==> config.mk <==
export PLATFORM = sky130hd
export DESIGN_NAME = pwm_ramp_ctrl
export DESIGN_NICKNAME = d
export VERILOG_FILES = /design/src/rtl/pwm_ctrl_pkg.sv /design/src/rtl/pwm_step_timer.sv /design/src/rtl/pwm_ramp_ctrl.sv
export SDC_FILE = /design/constraint.sdc
export NUM_CORES = 1
export LEC_CHECK = 0
export CAP_MARGIN = 5
export CORE_ASPECT_RATIO = 1.75
export CORE_MARGIN = 2
export CORE_UTILIZATION = 55
export CTS_BUF_LIST = sky130_fd_sc_hd__clkbuf_4
export DETAILED_ROUTE_END_ITERATION = 6
export MAX_ROUTING_LAYER = met4
export PLACE_DENSITY_LB_ADDON = 0.2
export SETUP_SLACK_MARGIN = 0.2
export SYNTH_ARGS = -nofsm -noshare
export SYNTH_HDL_FRONTEND = slang
export SYNTH_SLANG_ARGS = --single-unit
==> constraint.sdc <==
create_clock -name clk -period 3.2 [get_ports clk]
set_input_delay 0.64 -clock clk [delete_from_list [all_inputs] [get_ports clk]]
set_output_delay 0.64 -clock clk [all_outputs]
set_load 0.01 [all_outputs]
==> src/rtl/pwm_ctrl_pkg.sv <==
// pwm_ctrl_pkg: constants, state type and helper shared between the PWM ramp
// controller and the 10-step PWM generator it drives.
//   DUTY_W   - duty bus width
//   DUTY_MIN - lowest duty the generator accepts
//   DUTY_MAX - highest duty the generator accepts
//   DUTY_RST - generator duty after reset
//   state_t  - ramp controller states {IDLE, RAMP}
//   clamp_duty() - limits a requested duty to [DUTY_MIN, DUTY_MAX]
package pwm_ctrl_pkg;

    localparam int DUTY_W = 4;
    localparam logic [DUTY_W-1:0] DUTY_MIN = DUTY_W'(1);
    localparam logic [DUTY_W-1:0] DUTY_MAX = DUTY_W'(9);
    localparam logic [DUTY_W-1:0] DUTY_RST = DUTY_W'(5);

    typedef enum logic {
        IDLE = 1'b0,
        RAMP = 1'b1
    } state_t;

    function automatic logic [DUTY_W-1:0] clamp_duty(input logic [DUTY_W-1:0] d);
        if (d < DUTY_MIN)
            return DUTY_MIN;
        else if (d > DUTY_MAX)
            return DUTY_MAX;
        else
            return d;
    endfunction

endpackage

==> src/rtl/pwm_step_timer.sv <==
// pwm_step_timer: free-running step divider for the ramp controller.
// Counts up while clear is low and raises tick for one cycle when the count
// reaches STEP_DIV-1, wrapping back to 0 on the following edge.
// Ports:
//   clk   in  clock
//   reset in  synchronous active-high reset
//   clear in  hold the counter at 0 (no tick while high)
//   tick  out one-cycle step strobe
module pwm_step_timer #(
    parameter int STEP_DIV = 10,
    parameter int DIV_W    = 16
) (
    input  logic clk,
    input  logic reset,
    input  logic clear,
    output logic tick
);

    localparam logic [DIV_W-1:0] LAST = DIV_W'(STEP_DIV - 1);

    logic [DIV_W-1:0] count;

    assign tick = !clear && (count == LAST);

    always_ff @(posedge clk) begin
        if (reset || clear || tick)
            count <= '0;
        else
            count <= count + 1'b1;
    end

endmodule

==> src/rtl/pwm_ramp_ctrl.sv <==
// pwm_ramp_ctrl: duty-cycle ramp sequencer for the 10-step PWM generator.
// Accepts a target duty over valid/ready and walks the generator towards it
// with single-cycle increase/decrease pulses spaced STEP_DIV clocks apart,
// keeping a shadow copy of the generator's duty register.
// Optional build macro MANUAL_BTN_EN adds two asynchronous pushbuttons that
// nudge the duty up/down by one step while idle.
// Ports:
//   clk          in   clock (shared with the generator)
//   reset        in   synchronous active-high reset
//   i_tgt_valid  in   target request valid
//   i_tgt_duty   in   requested duty (clamped to the legal range)
//   o_tgt_ready  out  high while idle; request taken on valid&ready
//   i_abort      in   stop an active ramp at the current duty
//   o_increase   out  one-cycle pulse to generator i_increase
//   o_decrease   out  one-cycle pulse to generator i_decrease
//   o_duty       out  shadow duty
//   o_busy       out  ramp in progress
//   o_done       out  one-cycle pulse when the target is reached
//   i_btn_up     in   (MANUAL_BTN_EN) asynchronous up button
//   i_btn_dn     in   (MANUAL_BTN_EN) asynchronous down button
module pwm_ramp_ctrl
    import pwm_ctrl_pkg::*;
#(
    parameter int STEP_DIV = 10,
    parameter int DIV_W    = 16
) (
    input  logic              clk,
    input  logic              reset,
    input  logic              i_tgt_valid,
    input  logic [DUTY_W-1:0] i_tgt_duty,
    output logic              o_tgt_ready,
    input  logic              i_abort,
    output logic              o_increase,
    output logic              o_decrease,
    output logic [DUTY_W-1:0] o_duty,
    output logic              o_busy,
    output logic              o_done
`ifdef MANUAL_BTN_EN
    ,
    input  logic              i_btn_up,
    input  logic              i_btn_dn
`endif
);

    state_t            state, state_n;
    logic [DUTY_W-1:0] duty, duty_n;
    logic [DUTY_W-1:0] tgt, tgt_n;
    logic [DUTY_W-1:0] req;
    logic              inc_n, dec_n, done_n;
    logic              tick;

    assign req = clamp_duty(i_tgt_duty);

    // The timer only runs during a ramp, so it always restarts from 0 at accept.
    pwm_step_timer #(
        .STEP_DIV(STEP_DIV),
        .DIV_W   (DIV_W)
    ) u_timer (
        .clk  (clk),
        .reset(reset),
        .clear(state != RAMP),
        .tick (tick)
    );

`ifdef MANUAL_BTN_EN
    // [0] and [1] form the synchroniser, [2] holds the previous synced level.
    logic [2:0] up_sr, dn_sr;
    logic       up_edge, dn_edge;

    always_ff @(posedge clk) begin
        if (reset) begin
            up_sr <= '0;
            dn_sr <= '0;
        end else begin
            up_sr <= {up_sr[1:0], i_btn_up};
            dn_sr <= {dn_sr[1:0], i_btn_dn};
        end
    end

    assign up_edge = up_sr[1] & ~up_sr[2];
    assign dn_edge = dn_sr[1] & ~dn_sr[2];
`endif

    always_comb begin
        state_n = state;
        duty_n  = duty;
        tgt_n   = tgt;
        inc_n   = 1'b0;
        dec_n   = 1'b0;
        done_n  = 1'b0;
        case (state)
            IDLE: begin
                if (i_tgt_valid) begin
                    tgt_n = req;
                    if (req == duty)
                        done_n = 1'b1;
                    else
                        state_n = RAMP;
                end
`ifdef MANUAL_BTN_EN
                // A handshake takes priority; simultaneous up+down cancel.
                else if (up_edge && !dn_edge) begin
                    if (duty < DUTY_MAX) begin
                        inc_n  = 1'b1;
                        duty_n = duty + 1'b1;
                    end
                end else if (dn_edge && !up_edge) begin
                    if (duty > DUTY_MIN) begin
                        dec_n  = 1'b1;
                        duty_n = duty - 1'b1;
                    end
                end
`endif
            end
            RAMP: begin
                // Abort beats a step due on the same edge.
                if (i_abort) begin
                    state_n = IDLE;
                end else if (tick) begin
                    if (tgt > duty) begin
                        inc_n  = 1'b1;
                        duty_n = duty + 1'b1;
                    end else begin
                        dec_n  = 1'b1;
                        duty_n = duty - 1'b1;
                    end
                    if (duty_n == tgt) begin
                        state_n = IDLE;
                        done_n  = 1'b1;
                    end
                end
            end
            default: state_n = IDLE;
        endcase
    end

    always_ff @(posedge clk) begin
        if (reset) begin
            state      <= IDLE;
            duty       <= DUTY_RST;
            tgt        <= DUTY_RST;
            o_increase <= 1'b0;
            o_decrease <= 1'b0;
            o_done     <= 1'b0;
        end else begin
            state      <= state_n;
            duty       <= duty_n;
            tgt        <= tgt_n;
            o_increase <= inc_n;
            o_decrease <= dec_n;
            o_done     <= done_n;
        end
    end

    assign o_duty      = duty;
    assign o_tgt_ready = (state == IDLE);
    assign o_busy      = (state == RAMP);

endmodule
Word level (Yosys, flattened, before mapping)
Index checks and enable logic that the tools add are counted.
{"block": "op_classes", "magnitude_cmp": 3, "n_addsub": 3, "eq_ne": 3, "bitwise": 3, "n_reduce_logical": 6, "n_mux": 20}
{"cell": "2-to-1 mux 4 bit", "count": 6}
{"cell": "adder 16 x 1 -> 16 bit (second input constant)", "count": 1}
{"cell": "== test 16 x 4 -> 1 bit (second input constant)", "count": 1}
{"cell": "2-to-1 mux 1 bit", "count": 12}
{"cell": "== test 4 bit", "count": 2}
{"cell": "adder 4 x 1 -> 4 bit (second input constant)", "count": 1}
{"cell": "greater-than comparator 4 bit", "count": 1}
{"cell": "greater-than comparator 4 bit (second input constant)", "count": 1}
{"cell": "less-than comparator 4 x 1 -> 1 bit (second input constant)", "count": 1}
{"cell": "one-hot mux 1 bit (2 select lines)", "count": 2}
{"cell": "OR reduction 4 bit", "count": 1}
{"cell": "subtractor 4 x 1 -> 4 bit (second input constant)", "count": 1}
{"cell": "inverter 1 bit", "count": 3}
{"cell": "AND reduction 3 bit", "count": 1}
{"cell": "logical OR 1 bit", "count": 2}
{"cell": "AND reduction 2 bit", "count": 1}
{"cell": "logical AND 1 bit", "count": 1}
{"block": "totals", "input_bits": 8, "output_inout_bits": 9, "regBits": 28, "elab_cells": 45}

Depth between registers and ports, before layout
Gate-level depths: netlist (run 1).
{"block": "logic_depth", "depth_word": 10, "ltp_mapped": 13, "depth_no_buf": 13}

Hierarchy
From an unflattened synthesis (run 1), not the netlist that was laid out.
{"block": "unflattened", "hier_cells": 163, "hier_area_um2": 1554.0}
{"module": "pwm_step_timer", "cells_each": 83, "instances": 1, "seq_area_each_um2": 320.3, "area_each_um2": 818.3}
{"module": "pwm_ramp_ctrl", "cells_each": 80, "instances": 1, "seq_area_each_um2": 240.2, "area_each_um2": 735.7}

Worst setup path before layout (run 1)
OpenSTA, ideal clock, no wires.
{"block": "synth_path", "path_type": "register to register", "from": "register duty[1] (netlist: o_duty[1])", "to": "register o_done", "slack_ns": 0.361, "setup_ns": 0.101, "path_stages_with_launch": 14, "period_less_slack_ns": 2.839, "arrival_ns": 2.738, "n_path_buf": 0, "t_required_ns": 3.099, "cell_sequence": "dfxtp_1 -> inv_1 -> ha_1 -> nor2b_1 -> o211ai_1 -> a21oi_1 -> inv_1 -> ha_1 -> a21o_1 -> a21oi_1 -> xnor2_1 -> xnor2_1 -> nand2_1 -> o41ai_1"}
{"block": "synth_between", "elab_chain_len": 10, "word_cells_on_any_way": 15, "classes_between": "add/sub: 2; order compare: 1; eq/ne: 2; mux: 10"}
{"element": "start, declared", "line_no": "pwm_ramp_ctrl.sv:46", "source": "logic [DUTY_W-1:0] duty, duty_n;"}
{"element": "start signal, assigned", "line_no": "pwm_ramp_ctrl.sv:147", "source": "duty <= duty_n;"}
{"element": "subtractor 4 x 1 -> 4 bit (tied with other cells)", "line_no": "pwm_ramp_ctrl.sv:125", "source": "duty_n = duty - 1'b1;"}
{"element": "2-to-1 mux 4 bit", "line_no": "pwm_ramp_ctrl.sv:120", "source": "if (tgt > duty) begin"}
{"element": "2-to-1 mux 4 bit", "line_no": "pwm_ramp_ctrl.sv:119", "source": "end else if (tick) begin"}
{"element": "2-to-1 mux 4 bit", "line_no": "pwm_ramp_ctrl.sv:117", "source": "if (i_abort) begin"}
{"element": "2-to-1 mux 4 bit", "line_no": "pwm_ramp_ctrl.sv:91", "source": "case (state)"}
{"element": "== test 4 bit", "line_no": "pwm_ramp_ctrl.sv:127", "source": "if (duty_n == tgt) begin"}
{"element": "2-to-1 mux 1 bit", "line_no": "pwm_ramp_ctrl.sv:127"}
{"element": "2-to-1 mux 1 bit", "line_no": "pwm_ramp_ctrl.sv:119"}
{"element": "2-to-1 mux 1 bit", "line_no": "pwm_ramp_ctrl.sv:117"}
{"element": "one-hot mux 1 bit (2 select lines) *", "line_no": "pwm_ramp_ctrl.sv:91"}
{"element": "end signal, assigned", "line_no": "pwm_ramp_ctrl.sv:151", "source": "o_done <= done_n;"}
{"element": "end, declared", "line_no": "pwm_ramp_ctrl.sv:37", "source": "output logic o_done"}
Mark *: on every way between the ends. The rest lies on a longest branch, timed or not. The select of a mux whose other input is x is not followed.
A chain may end at the register's enable or synchronous reset.

Final worst setup path (run 1)
Same ends and word-level chain as after synthesis.

==> results of run 1 <==
cell families (layout without fill, tap and decap cells):
family,count (synthesis),in the layout
XOR/XNOR,25,25
AO/OA/AOI/OAI,16,16
adder cells (fa/ha/maj),9,9
multiplexers,1,1
AND/OR/NAND/NOR,66,66
flip-flops,28,28
buffers and inverters,12,29
routing by layer:
metal,vias up,part of all wire,GRT usage
met5,-,0,-
met4,0,0.049,0.142
met3,15,0.033,0.0453
met2,32,0.56,0.438
met1,548,0.36,0.251
li1,574,-,-
layout make-up:
cell class	instances	area, µm²
repair buffers	17	168
well taps	26	32.5
clock buffers	3	22.5
inverters	8	30.0
fillers	214	827
clock inverters	1	3.75
multi-input cells	117	817
flip-flops and latches	28	562
worst register-to-register path: stages, from the launching register on:
cell and delay (ns):
dfxtp_2 0.40, inv_1 0.10, ha_1 0.32, nor2b_1 0.14, o211ai_1 0.17, a21oi_1 0.12
buf_4 0.17, fa_1 0.38, xor2_1 0.27, xnor2_1 0.10, nor4_1 0.16, nand2_1 0.11
o41ai_1 0.23
power groups by stage:
stage	clock, µW	sequential, µW	combinational [µW]
floorplan	0	367	74.6
global route	165	363	127
CTS	151	361	114
finish	141	361	116
detailed placement	0	369	113
global placement	0	368	109
stage by stage:
step	setup WS, ns	instances	utilization
6_report	0.466	200	0.664
5_1_grt	0.217	200	0.664
4_1_cts	0.382	200	0.662
3_5_place_dp	0.432	196	0.651
3_3_place_gp	0.547	196	0.651
2_1_floorplan	0.361	157	-
final timing paths:
kind                         endpoint                    from  depth (start not counted)  slack, ns
setup / recovery    o_done$_SDFF_PP0_  o_duty[1]$_SDFFE_PP0P_                         12       0.47
hold / removal    tgt[0]$_SDFFE_PP1P_     tgt[0]$_SDFFE_PP1P_                          1       0.51
setup reg to reg    o_done$_SDFF_PP0_  o_duty[1]$_SDFFE_PP0P_                         12       0.47
hold reg to reg   tgt[0]$_SDFFE_PP1P_     tgt[0]$_SDFFE_PP1P_                          1       0.51
placed cells by master, fill, tap and decap left out, drive strengths merged, types with 3 or more instances in the layout:
| master | n |
|---|---|
| nand2 | 7 |
| a21oi | 6 |
| nand4 | 3 |
| nor4 | 3 |
| and3 | 3 |
| inv | 8 |
| dfxtp | 28 |
| ha | 8 |
| xnor2 | 11 |
| and4 | 3 |
| nand3 | 6 |
| xor2 | 14 |
| nor2 | 25 |
| clkdlybuf4s50 | 16 |
| nor3 | 6 |
| clkbuf | 3 |
| a211o | 3 |
| nor4b | 3 |
registers in the layout, summed over array words and instances (netlist names):
| name | cells |
|---|---|
| u_timer.count | 16 |
| o_duty | 4 |
| tgt | 4 |
| o_busy | 1 |
| o_decrease | 1 |
| o_done | 1 |
| o_increase | 1 |
repair_timing:
| action | 4_1_cts | 5_1_grt |
|---|---|---|
| buffers inserted | 0 | 0 |
| resized for setup | 0 | 2 |
| setup endpoints to repair | 0 | 3 |
| hold buffers | 0 | 0 |
==> run metrics, run 1 <==
critical path data arrival time=2.97 ns; Synth-to-Final Area Change=15.2%; routed vias/inst=5.85; Final Wtd Congestion=0.838; ant diodes=0; starting DRC count in detailed routing=23; Async SR Flop Fraction=0; Net Count, Synth=174; Post-DP Area=between 1500 and 2000 µm²; clock network power share=0.229; Die H=between 70 and 80 µm; Seq/Total Area, Yosys=0.395; critical path's largest stage delay=0.40 ns; starting density of the core=0.577; max frequency=roughly 370 MHz; Tmin final=about 2.7 ns; Final TNS setup=0 ns; Final setup viols=0; Combinational Power Share=0.187; area leader, netlist=dfxtp_1; Yosys top cell area share=0.395; CTS Buf Count=3; clk_lat worst skew=~0.32 ns; power consumption=~600 µW; wire length per cell=roughly 16 µm; slew margin rel.=0.600; Core Region=2460 µm²; Pwr Density=378 nW/µm²; crit start category=flip-flop; mux share of post-synthesis cell area=0.00705; RSZ-0062 raised after global routing=no; Synth Area in Simple Gates=0.250; design internal power=around 460 µW; ys flop type=dfxtp_1; Setup Skew=about 0.011 ns; Post-synth EDFFs=0; Final #Nets=approximately 190; max_cap viols=0; required time of the critical path=approximately 3.4 ns; I/O Buffers=16; std cell rows=24; vias in the first global route=around 1200; Die X=roughly 42 µm; crit path max fanout=5; most common cell in the netlist=dfxtp_1; number of antenna violations at the first check in global routing=0; NetSw=around 160 µW; critical path type=reg -> reg; share of layout cells above drive strength 1=0.0517; Final ANT Viol Nets=0; sequential fraction of design power=0.584; full die area=approximately 3000 µm²; DRC Markers=0; Synth area leaders=dfxtp_1, xor2_1, ha_1, xnor2_1, nor2_1; distinct cell type count after synthesis=31; CP delay by family, top=adder cells; Final Cell Area=around 1600 µm²; Synth Cell Area=1420 µm²; final wirelength=about 3.1 mm; synth cell count leaders=dfxtp_1, nor2_1, xor2_1, xnor2_1; outcome=complete, no violations; leakage power=0.000615 µW; switching share of power=0.262; Yosys reg bits=28; post-synthesis compound-gate area fraction=0.0767; Crit. End Element=flip-flop; hold slack=approximately 0.51 ns; Ports=17; Post-Synth Adder-Cell Area=0.0846; Fin. Hold Viols=0; CP max-delay cell=dfxtp_2; clk sinks=28; worst path cell trace=inv_1 -> ha_1 -> nor2b_1 -> o211ai_1 -> a21oi_1 -> buf_4 -> fa_1 -> xor2_1 -> xnor2_1 -> nor4_1 -> nand2_1 -> o41ai_1; GR Overflow Total=0; CTS tree=yes; CP Buf/Inv Count=2; Slew Viols, Final=0; Tcrit/Tclk final=0.854; Slew @ Worst Pin=between 0.5 and 0.6 ns; Global Route Usage Sum=0.249; CTS HTree Levels=1; Hold/Removal Path Class=reg -> reg; Final HPWL DP=2.49 mm; peak supply drop=231 µV; synth warn=0; DR pass1 iterations=4; Cells after Synth=~160; Max clock buf depth=2; first-pass GRT wire length=5.59 mm; clk slew on worst S/H paths=0.14 ns; Vias=approximately 1200; xor/xnor cell area share of the yosys netlist=0.154; CTS root buf=clkbuf_4; Avg Inst Size Synth=between 9 and 10 µm²; largest net degree at the start of global routing=17; main combinational cell family by area after synthesis=simple AND/OR/NAND/NOR gates
No activity file was read; power rests on OpenSTA's default activity.
==> run 2, diff against run 1 <==
--- a/config.mk
+++ b/config.mk
@@ -13,7 +13,8 @@
 export DETAILED_ROUTE_END_ITERATION = 6
 export MAX_ROUTING_LAYER = met4
 export PLACE_DENSITY_LB_ADDON = 0.2
-export SETUP_SLACK_MARGIN = 0.2
+export SETUP_SLACK_MARGIN = 0.1
 export SYNTH_ARGS = -nofsm -noshare
 export SYNTH_HDL_FRONTEND = slang
+export SYNTH_HIERARCHICAL = 1
 export SYNTH_SLANG_ARGS = --single-unit
==> run 2 against run 1 <==
Compared with the run above: design area is 9.1% higher; combinational power hardly changed; flip-flop and latch count stayed put; largest cell class unchanged; die area is 8.7% higher; total power is 14% higher; critical endpoint unchanged; non-clock buffer count is 2 higher; synthesized cell count is 3.8% higher; critical path type unchanged; first-iteration DRC count is 39% higher; highest routed layer unchanged; clock skew is 0.00090 ns lower; maximum frequency is 6.6% lower; critical path depth is 1 higher; core utilization is 0.087 points lower.
==> run metrics, run 2 <==
CTS tree=yes; Pwr Density=396 nW/µm² (+4.7%); design internal power=538 µW (+18%); NetSw=168 µW (+3.9%); Post-synth EDFFs=0 (unchanged); CTS HTree Levels=1 (unchanged); synth warn=6 (+6); Final #Nets=200 (+4.2%); Final TNS setup=0 ns (unchanged); postcts setup bufs=0 (unchanged); Slew @ Worst Pin=1.06 ns (+0.457 ns); Biggest register=u_timer/count; Net Count, Synth=180 (+3.4%); clk slew on worst S/H paths=0.15 ns (about the same); sequential fraction of design power=0.508 (-0.076); commonest non-fill, non-tap cell in the layout=dfxtp_1; Tcrit/Tclk final=0.915 (+0.0606); starting density of the core=0.578 (+0.000947); R2R cell count=13 (+1); GR Overflow Total=0 (unchanged); Vias=1198 (+2.5%); power consumption=706 µW (+14%); Final ANT Viol Nets=0 (unchanged); most common cell in the netlist=dfxtp_1; hold depth=1 (unchanged); flip-flop count of the largest register after layout=16 (unchanged); R2R Setup Slk=0.27 ns (-0.19 ns); CP max-delay cell=dfxtp_2; largest net degree at the start of global routing=17 (unchanged); Hold-fix buffers, CTS=0 (unchanged); distinct cell type count after synthesis=38 (+23%); wire length per cell=15.4 µm (-1.4%); routed vias/inst=5.73 (-1.9%); peak supply drop=286 µV (+24%); Cells after Synth=163 (+3.8%); critical path's largest stage delay=0.40 ns (about the same); Die H=74.3 µm (+4.3%); Die X=44.2 µm (+4.2%); DR pass1 iterations=4 (unchanged); Crit. End Element=flip-flop; area leader, netlist=dfxtp_1; Yosys top cell area share=0.361 (-0.0340); RSZ-0062 raised after global routing=no; CTS root buf=clkbuf_4; Synth-to-Final Area Change=14.8%; Avg Inst Size Synth=9.53 µm² (+5.4%); full die area=3280 µm² (+8.7%); ant diodes=0 (unchanged); first-pass GRT wire length=5.36 mm (-4.1%); std cell rows=25 (+4.2%); leakage power=0.000617 µW (+0.23%); Hold EP=tgt[0]$_SDFFE_PP1P_; layout filler cell count=235 (+9.8%); r2r startpoint=o_duty[1]$_SDFFE_PP0P_; vias in the first global route=1204 (+0.083%); Final setup viols=0 (unchanged); worst setup margin=0.272 ns (-0.194 ns); Hold/Removal Path Class=reg -> reg; critical path type=reg -> reg; required time of the critical path=3.48 ns (+0.04 ns); share of layout cells above drive strength 1=0.132 (+0.0801); Max clock buf depth=2 (unchanged); number of antenna violations at the first check in global routing=0 (unchanged); Final HPWL DP=2.60 mm (+4.1%); Synth area leaders=dfxtp_1, xnor2_1, ha_1, nor2_4, xor2_1; final wirelength=3.23 mm (+3.0%); Global Route Usage Sum=0.229 (-0.0204); max_cap viols=0 (unchanged); I/O Buffers=16 (unchanged); Combinational Power Share=0.167 (-0.020); Yosys reg bits=28 (unchanged); cts repair resizes=0 (unchanged); slew margin rel.=0.297 (-0.304); critical path data arrival time=3.21 ns (+0.24 ns); switching share of power=0.238 (-0.0236); Synth Cell Area=1550 µm² (+9.4%); Async SR Flop Fraction=0 (unchanged); Place WS=0.231 ns (-0.201 ns); crit path max fanout=5 (unchanged); Placed Cells=205 (+4.6%); synth cell count leaders=dfxtp_1, nor2_1, xnor2_1, inv_1, nor3_1; clk sinks=28 (unchanged); Ports=17 (unchanged); Setup Skew=0.00960 ns (-0.000896 ns); DRC Markers=0 (unchanged); ys flop type=dfxtp_1; clock network power share=0.325 (+0.096); Tmin final=2.93 ns (+0.194 ns); RR Endpoint=o_done$_SDFF_PP0_; starting DRC count in detailed routing=32 (+39%); fin cells=209 (+4.5%); worst path cell trace=inv_1 -> ha_1 -> nor2b_2 -> o211ai_2 -> a21oi_4 -> inv_1 -> ha_1 -> a21o_1 -> a21oi_1 -> xnor2_1 -> xnor3_1 -> o32a_1 -> nor2_1; Fin. Hold Viols=0 (unchanged); outcome=complete, no violations; crit start category=flip-flop; Seq/Total Area, Yosys=0.361 (-0.0340); most frequent cells in the layout=dfxtp_1, nor2_1, xnor2_1, clkdlybuf4s50_1, inv_1; hold path startpoint=tgt[0]$_SDFFE_PP1P_; Core Region=2690 µm² (+9.2%); Slew Viols, Final=0 (unchanged); Final Wtd Congestion=0.959 (+14%); max frequency=342 MHz (-6.6%); CTS Buf Count=3 (unchanged); clk_lat worst skew=0.32 ns (about the same)
[run 2: cell count changes in the layout (fill, tap and decap cells not counted), sizes merged, moves of 2 or more]
cell,before,now
nor4,3,7
and3,3,0
xnor2,11,16
xor2,14,7
buf,1,3
inv,8,11
nand4,3,5
nor3,6,9
[run 2: power by group through the flow]
stage | Combinational [µW] | Sequential, µW | Clock, µW
global route | 130 | 360 | 248
detailed placement | 119 | 367 | 0
global placement | 116 | 366 | 0
floorplan | 89.0 | 366 | 0
CTS | 119 | 359 | 236
finish | 118 | 359 | 229
[run 2: cell families (layout without fill, tap and decap cells)]
group / Yosys count / after routing / synth area share
adder cells (fa/ha/maj): 9 / 9 / 0.0773
AND/OR/NAND/NOR: 70 / 70 / 0.279
XOR/XNOR: 24 / 24 / 0.144
multiplexers: 2 / 2 / 0.0129
buffers and inverters: 15 / 34 / 0.0523
flip-flops: 28 / 28 / 0.361
AO/OA/AOI/OAI: 15 / 15 / 0.0741
[run 2: cell type report]
cell class              instances  area (µm²)  share of cell area
repair buffers                 19         183               0.102
multi-input cells             120         912               0.511
flip-flops and latches         28         562               0.315
well taps                      27        33.8              0.0189
clock inverters                 1        30.0              0.0168
inverters                      11        41.3              0.0231
clock buffers                   3        22.5              0.0126
[run 2: metrics by stage]
stage / utilization / hold WS, ns / area, µm²
final: 0.663 / 0.485 / 1780
after global routing: 0.663 / 0.503 / 1780
after CTS: 0.663 / 0.487 / 1780
after detailed placement: 0.643 / 0.454 / 1730
after global placement: 0.643 / 0.453 / 1730
after floorplan: - / 0.435 / 1550
[run 2: critical path, delay by kind of cell, from the launching register on]
family                   cells  cell delay (ns)
AND/OR/NAND/NOR              2             0.22
XOR/XNOR                     2             0.47
AO/OA/AOI/OAI                5             1.00
buffers and inverters        2             0.20
flip-flops                   1             0.40
adder cells (fa/ha/maj)      2             0.59
[run 2: how the worst max path moves through the flow]
stage	startpoint	end	slack [ns]	cells after the start
6_report	o_duty[1]$_SDFFE_PP0P_	o_done$_SDFF_PP0_	0.27	13
5_1_grt	o_duty[1]$_SDFFE_PP0P_	o_done$_SDFF_PP0_	0.11	13
4_1_cts	o_duty[1]$_SDFFE_PP0P_	o_done$_SDFF_PP0_	0.19	13
3_5_place_dp	o_duty[1]$_SDFFE_PP0P_	o_done$_SDFF_PP0_	0.23	13
3_3_place_gp	o_duty[1]$_SDFFE_PP0P_	o_done$_SDFF_PP0_	0.32	12
2_1_floorplan	o_duty[1]$_SDFFE_PP0P_	o_done$_SDFF_PP0_	0.37	12
[run 2: routing by layer]
layer | global-route usage | vias to the layer above | wire, µm
li1 | - | 603 | -
met4 | 0.0875 | 0 | 42
met2 | 0.459 | 20 | 1950
met3 | 0.0146 | 4 | 68
met5 | - | - | 0
met1 | 0.212 | 571 | 1160
==> run 3, diff against run 2 <==
--- a/config.mk
+++ b/config.mk
@@ -14,6 +14,7 @@
 export MAX_ROUTING_LAYER = met4
 export PLACE_DENSITY_LB_ADDON = 0.2
 export SETUP_SLACK_MARGIN = 0.1
+export SLEW_MARGIN = 15
 export SYNTH_ARGS = -nofsm -noshare
 export SYNTH_HDL_FRONTEND = slang
 export SYNTH_HIERARCHICAL = 1
==> results of run 3 <==
Same layout as run 2: the final DEF is identical, and so are final timing and power.
